### src/rtl/voice_phasor_scheduler.sv
// voice_phasor_scheduler: time-multiplexed phase accumulator shared by
// NUM_VOICES synthesizer voices. Each sampleTick sweeps the voices in index
// order. Every gated voice produces a registered wavetable address and
// interpolation fraction, and its stored phase then advances by inc + fm.
//
// Output handshake: outValid is a one-cycle qualifier with no backpressure.
// outVoice, wavetableAddr and interp are meaningful only when outValid=1.
// They hold their last value otherwise. The consumer must accept every
// valid slot.
module voice_phasor_scheduler #(
  parameter int NUM_VOICES = 8,
  parameter int VIDX_W     = $clog2(NUM_VOICES)
) (
  input  logic              Clk,
  input  logic              Reset,
  input  logic              sampleTick,
  input  logic              cfgWrite,
  input  logic [VIDX_W-1:0] cfgVoice,
  input  logic [31:0]       cfgIncrement,
  input  logic              cfgGate,
  input  logic [31:0]       fmInput,
  output logic [VIDX_W-1:0] sweepVoice,
  output logic              busy,
  output logic              outValid,
  output logic [VIDX_W-1:0] outVoice,
  output logic [11:0]       wavetableAddr,
  output logic [15:0]       interp,
  output logic              frameDone,
  output logic              overrun,
  output logic [0:0]        dbg_state
);

  localparam logic [0:0] ST_IDLE  = 1'b0;
  localparam logic [0:0] ST_SWEEP = 1'b1;
  localparam logic [VIDX_W-1:0] LAST_VOICE = VIDX_W'(NUM_VOICES - 1);

  logic [0:0]        state_q, state_d;
  logic [VIDX_W-1:0] vidx_q, vidx_d;
  logic [31:0]       phase_q [NUM_VOICES];
  logic [31:0]       phase_d [NUM_VOICES];
  logic [31:0]       inc_q   [NUM_VOICES];
  logic [31:0]       inc_d   [NUM_VOICES];
  logic [NUM_VOICES-1:0] gate_q, gate_d;
  logic              out_valid_q, out_valid_d;
  logic [VIDX_W-1:0] out_voice_q, out_voice_d;
  logic [11:0]       addr_q, addr_d;
  logic [15:0]       interp_q, interp_d;
  logic              frame_done_q, frame_done_d;
  logic              overrun_q, overrun_d;
  logic              sweeping;

  assign sweeping      = (state_q == ST_SWEEP);
  assign busy          = sweeping;
  assign sweepVoice    = sweeping ? vidx_q : '0;
  assign outValid      = out_valid_q;
  assign outVoice      = out_voice_q;
  assign wavetableAddr = addr_q;
  assign interp        = interp_q;
  assign frameDone     = frame_done_q;
  assign overrun       = overrun_q;
  assign dbg_state     = state_q;

  // Next-state: sweep sequencing, config writes, then voice processing.
  // Processing is evaluated last so its phase update wins over a retrigger.
  always_comb begin
    state_d      = state_q;
    vidx_d       = vidx_q;
    phase_d      = phase_q;
    inc_d        = inc_q;
    gate_d       = gate_q;
    out_valid_d  = 1'b0;
    out_voice_d  = out_voice_q;
    addr_d       = addr_q;
    interp_d     = interp_q;
    frame_done_d = 1'b0;
    overrun_d    = overrun_q;

    case (state_q)
      ST_IDLE: begin
        vidx_d = '0;
        if (sampleTick) state_d = ST_SWEEP;
      end
      default: begin
        if (sampleTick) overrun_d = 1'b1;
        if (vidx_q == LAST_VOICE) begin
          state_d      = ST_IDLE;
          vidx_d       = '0;
          frame_done_d = 1'b1;
        end else begin
          vidx_d = vidx_q + VIDX_W'(1);
        end
      end
    endcase

    for (int v = 0; v < NUM_VOICES; v++) begin
      if (cfgWrite && (cfgVoice == VIDX_W'(v))) begin
        inc_d[v]  = cfgIncrement;
        gate_d[v] = cfgGate;
        if (!gate_q[v] && cfgGate) phase_d[v] = '0;
      end
    end

    // Uses the pre-write inc/gate so a same-cycle write lands next sweep.
    for (int v = 0; v < NUM_VOICES; v++) begin
      if (sweeping && (vidx_q == VIDX_W'(v)) && gate_q[v]) begin
        out_valid_d = 1'b1;
        out_voice_d = VIDX_W'(v);
        addr_d      = phase_q[v][31:20];
        interp_d    = phase_q[v][19:4];
        phase_d[v]  = phase_q[v] + inc_q[v] + fmInput;
      end
    end
  end

  // State and output registers. Reset clears all voice state and outputs.
  always_ff @(posedge Clk) begin
    if (Reset) begin
      state_q      <= ST_IDLE;
      vidx_q       <= '0;
      gate_q       <= '0;
      out_valid_q  <= 1'b0;
      out_voice_q  <= '0;
      addr_q       <= '0;
      interp_q     <= '0;
      frame_done_q <= 1'b0;
      overrun_q    <= 1'b0;
      for (int v = 0; v < NUM_VOICES; v++) begin
        phase_q[v] <= '0;
        inc_q[v]   <= '0;
      end
    end else begin
      state_q      <= state_d;
      vidx_q       <= vidx_d;
      gate_q       <= gate_d;
      out_valid_q  <= out_valid_d;
      out_voice_q  <= out_voice_d;
      addr_q       <= addr_d;
      interp_q     <= interp_d;
      frame_done_q <= frame_done_d;
      overrun_q    <= overrun_d;
      for (int v = 0; v < NUM_VOICES; v++) begin
        phase_q[v] <= phase_d[v];
        inc_q[v]   <= inc_d[v];
      end
    end
  end

endmodule

### config.mk
export PLATFORM = sky130hd
export DESIGN_NAME = voice_phasor_scheduler
export DESIGN_NICKNAME = d
export VERILOG_FILES = /design/src/rtl/voice_phasor_scheduler.sv
export SDC_FILE = /design/constraint.sdc
export NUM_CORES = 2
export LEC_CHECK = 0
export CORE_AREA = 2 2 273 275
export CTS_CLUSTER_DIAMETER = 60
export DETAILED_ROUTE_END_ITERATION = 16
export DIE_AREA = 0 0 275 277
export PLACE_DENSITY = 0.77
export SLEW_MARGIN = 0
export SYNTH_ARGS = -nofsm -noshare
export SYNTH_HDL_FRONTEND = slang
export SYNTH_SLANG_ARGS = --single-unit
### constraint.sdc
create_clock -name Clk -period 9.35 [get_ports Clk]
set_input_delay 1.87 -clock Clk [delete_from_list [all_inputs] [get_ports Clk]]
set_output_delay 1.87 -clock Clk [all_outputs]
set_load 0.05 [all_outputs]
## Yosys cells after proc, flatten, opt, wreduce, memory -nomap -nowiden

Cells that the tools add are included.

- $add $sub $neg: 17
- Eq/ne operators: 14
- Mux-type cells: 61
- Bitwise operators: 1
- Reductions and logical operators: 70

Operators by type and width:

| cell | number |
|---|---|
| two-way mux 32 bit | 24 |
| adder 32 bit | 16 |
| two-way mux 16 bit | 8 |
| two-way mux 12 bit | 8 |
| logical AND 1 bit | 32 |
| nonzero test 2 bit | 16 |
| two-way mux 3 bit | 9 |
| == test 3 bit (second input constant) | 8 |
| AND reduction 2 bit | 9 |
| == test 3 x 2 -> 1 bit (second input constant) | 4 |
| two-way mux 1 bit | 12 |
| logical NOT 1 bit | 8 |
| nonzero test 8 bit | 1 |
| == test 3 x 1 -> 1 bit (second input constant) | 2 |
| logical NOT 3 bit | 2 |
| adder 3 x 1 -> 3 bit (second input constant) | 1 |
| OR reduction 3 bit | 1 |
| OR reduction 2 bit | 1 |
| NOT 1 bit | 1 |

- Register bits after elaboration: 558
- Input bits: 72
- Output and inout port bits: 39
- Logic and storage cells: 195

## Depth between registers and ports, before layout

- Depth in word-level cells: 11
- Mapped depth: 13
- Depth with buffers taken out: 13

## Least setup slack after synthesis

No wires, ideal clock.

- Path kind: input-to-reg
- Start point: in fmInput[1]
- End point: reg phase_q[123] (netlist name)
- Setup time: 0.127 ns
- Arrival: 4.983 ns
- Data required time: 9.223 ns
- Path slack: 4.240 ns
- Stages on the path: 13
- Buffers on the path: 0
- Cell sequence: fa_1 ha_1 fa_1 a21o_1 a21oi_1 o21ai_0 a21oi_1 nor2_1 a31oi_1 o21ai_1 a2111oi_1 nor4b_1 or3b_1

- Word-level cells in the longest chain between the ends: 2

RTL lines:

| what | line | RTL |
|---|---|---|
| start, declared | 21 | `input logic [31:0] fmInput,` |
| adder 32 bit | 110 | `phase_d[v] = phase_q[v] + inc_q[v] + fmInput;` |
| two-way mux 32 bit | 105 | `if (sweeping && (vidx_q == VIDX_W'(v)) && gate_q[v]) begin` |
| end signal, assigned by index | 142 | `phase_q[v] <= phase_d[v];` |
| end, declared | 39 | `logic [31:0] phase_q [NUM_VOICES];` |

Every way passes these cells.
A chain may end at the register's enable or synchronous reset.

## Worst setup path after layout

- Start point: in fmInput[1]
- End point: reg phase_q[255] (netlist name)

Same word-level chain as after synthesis.

==> results.cfg <==
[outcome]
status = complete, no violations

[yosys]
synth-edff-count = 0
synth_common_cells = nand2_1, dfxtp_1, a21oi_1, nor2_1, fa_1
avgSynthCellArea_sq_um = 8.66
syn_inst = 4275
synth.top_cell.area_share_pct = 30.2
synth.area.top_cells = dfxtp_1, fa_1, ha_1
synth_fp_nets = 4849
synth_area_leader_cell = dfxtp_1
yosysWarningCount = 0
synth_area_sq_um = 37000
async_reset_ff_share_pct = 0
synthFlopType = dfxtp_1
synth_cell_types = 75
synth.most_common_cell = nand2_1
ys_seq_elements = 558
synth-seq-area-share_pct = 30.2

[cts]
cts_tree = built
htree_levels = 3
cts_buffer_depth = 3
clkSinkCount = 558
cts_hold_repair.buffers = 0
clk_pin_slew_ns = 0.05
clk-insertion-delay-late_ns = 0.60
cts_resized = 0
cts_setup_buffers = 0
cts_root_buffer = clkbuf_16
cts_buffers = 67

[floorplanning]
die_area_sq_um = 76200
coreArea_sq_um = 73600
ios = 111
initial_core_util_pct = 50.3
die_w_microns = 275
die_h_microns = 277
row_count = 100

[power]
finalPower_w = 0.00576
peakVddDrop_v = 0.000146
power_density_nw_per_um2 = 140
p_leak_nw = 17.3

[worst_setup_path]
rrSetupSlack_ns = 4.98
start_kind = input pin
path_class = input pin to flip-flop
crit_arrival_ns = 6.91
critPathRequiredTime_ns = 9.84
r2r_cells = 13
cp_max_fo = 8
r2r_end = phase_q[255]
end_kind = flip-flop
r2r-start = phase_q[225]

[grt]
use_met1_pct = 38.4
busiest_layer = met2
grt_pass1_vias = 31155
grt.total_usage_pct = 27.3
gr-total-overflow = 0
met2_usage_pct = 43.3
grt_max_degree = 142
use_met3_pct = 3.63
grt_pass1_wl_microns = 166000
antenna_found_initial = 5

[drt]
routedWlPerCell_microns = 19.6
routed_wl_microns = 104000
dr_total_vias = 31738
vias_per_cell = 5.99
drc = 0
drtIter0Drc = 2610
firstDrtPassIters = 5
ant_nets = 0

[timing]
max_freq_ghz = 0.156
slew_viol_final = 0
finalWorstPathRequiredPeriod_ns = 6.42
finalCritPeriodShare_pct = 68.6
finalSetupTns_ns = 0
finClkSkew_ns = 0.0165
setup_viol = 0
rsz0062_at_grt = no
tightestPinTransition_ns = 1.23
max_slew_margin_pct = 16.8
holdWs_ns = 0.467
hold_viol_final = 0

[layout]
multi_input_area_sq_um = 24700
layout.nets = 4851
areaGrowthSynthToFinish_pct = 11.1
drive_above_1_share_pct = 4.83
instances_no_fill = 5298
final-seq-area_sq_um = 11200
fillerInstances = 6588

[hold_path]
min_path_cells = 2
worstHoldStart = inc_q[91]
hold_end = inc_q[91]
min_path_type = flip-flop to flip-flop

[placement]
dp_hpwl_microns = 78600
dpl.cell_count = 5177
gp_congestion = 1.00
io_buffers = 110

[job]
drv_cap = 0
metal layers:
layer	up-vias	part of all wire, %
li1	15130	-
met2	1142	45
met5	-	0
met4	0	3.1
met3	196	7.2
met1	15270	44
critical path, cell delays in order:
cell and delay (ns):
clkdlybuf4s50_1 1.01, fa_1 0.53, ha_1 0.23, fa_1 0.48, a211oi_1 0.41, nor4_1 0.12, o31ai_1 0.78, a2111oi_2 0.23
o2111ai_1 0.35, a31oi_2 0.19, nor4_1 0.32, a311oi_2 0.09, mux2i_1 0.14, a21o_1 0.15
registers in the layout, summed over array words and instances, names as in the netlist:
| signal | cells |
|---|---|
| wavetableAddr | 12 |
| frameDone | 1 |
| busy | 1 |
| vidx_q | 3 |
| outVoice | 3 |
| gate_q | 8 |
| phase_q | 256 |
| inc_q | 256 |
| outValid | 1 |
| interp | 16 |
| overrun | 1 |
per-stage QoR:
stage | utilization, % | cell area, sq um | worst slack (ns)
CTS | 55.9 | 41100 | 2.99
detailed placement | 52.9 | 38900 | 2.38
finish | 55.9 | 41100 | 2.93
floorplan | - | 37000 | 4.24
global route | 55.9 | 41100 | 2.68
global placement | 52.9 | 38900 | 2.38
worst max-delay path by stage:
stage	startpoint	to	slack (ns)	cells after the start
after global placement	fmInput[1]	phase_q[255]	2.38	14
after floorplan	fmInput[1]	phase_q[123]	4.24	13
after CTS	fmInput[1]	phase_q[255]	2.99	14
final	fmInput[1]	phase_q[255]	2.93	14
after detailed placement	fmInput[1]	phase_q[255]	2.38	14
after global routing	fmInput[1]	phase_q[255]	2.68	14
power by group:
group	internal [W]	total, W	switching (W)
Combinational	0.000258	0.000700	0.000442
Clock	0.00157	0.00263	0.00106
Sequential	0.00241	0.00243	0.0000204
area by class of cell:
type / count / area share (%)
Antenna cell: 5 / 0.0304
Tap cell: 969 / 2.95
Multi-Input combinational cell: 3404 / 60.0
Inverter: 74 / 0.676
Clock buffer: 100 / 4.82
Clock inverter: 16 / 0.472
Timing Repair Buffer: 172 / 3.85
Sequential cell: 558 / 27.2
cell usage in the layout, fill, tap and decap left out, drive strengths merged, types with 28 or more instances in the layout:
cell type,synthesis,final
a22oi,114,114
a21oi,449,449
clkbuf,223,100
o211ai,46,46
nor2b,30,30
nand2b,28,28
a22o,74,74
mux2i,32,32
nor3,42,42
and3,28,28
nor2,346,346
fa,256,256
a31oi,30,30
nand3,44,44
nand2,745,745
a311oi,33,33
a211oi,79,79
o21ai,155,155
o21bai,28,28
a21o,124,124
xnor2,123,123
buf,16,63
xor2,86,86
o311ai,28,28
inv,74,77
ha,246,246
dfxtp,558,558
clkdlybuf4s50,0,109
kinds of logic after synthesis:
logic type	synth area share (%)
XOR/XNOR	4.95
buffers and inverters	3.31
AO/OA/AOI/OAI	23.0
adder cells (fa/ha/maj)	22.2
flip-flops	30.2
multiplexers	0.896
AND/OR/NAND/NOR	15.5
No activity file was read; power rests on OpenSTA's default activity.
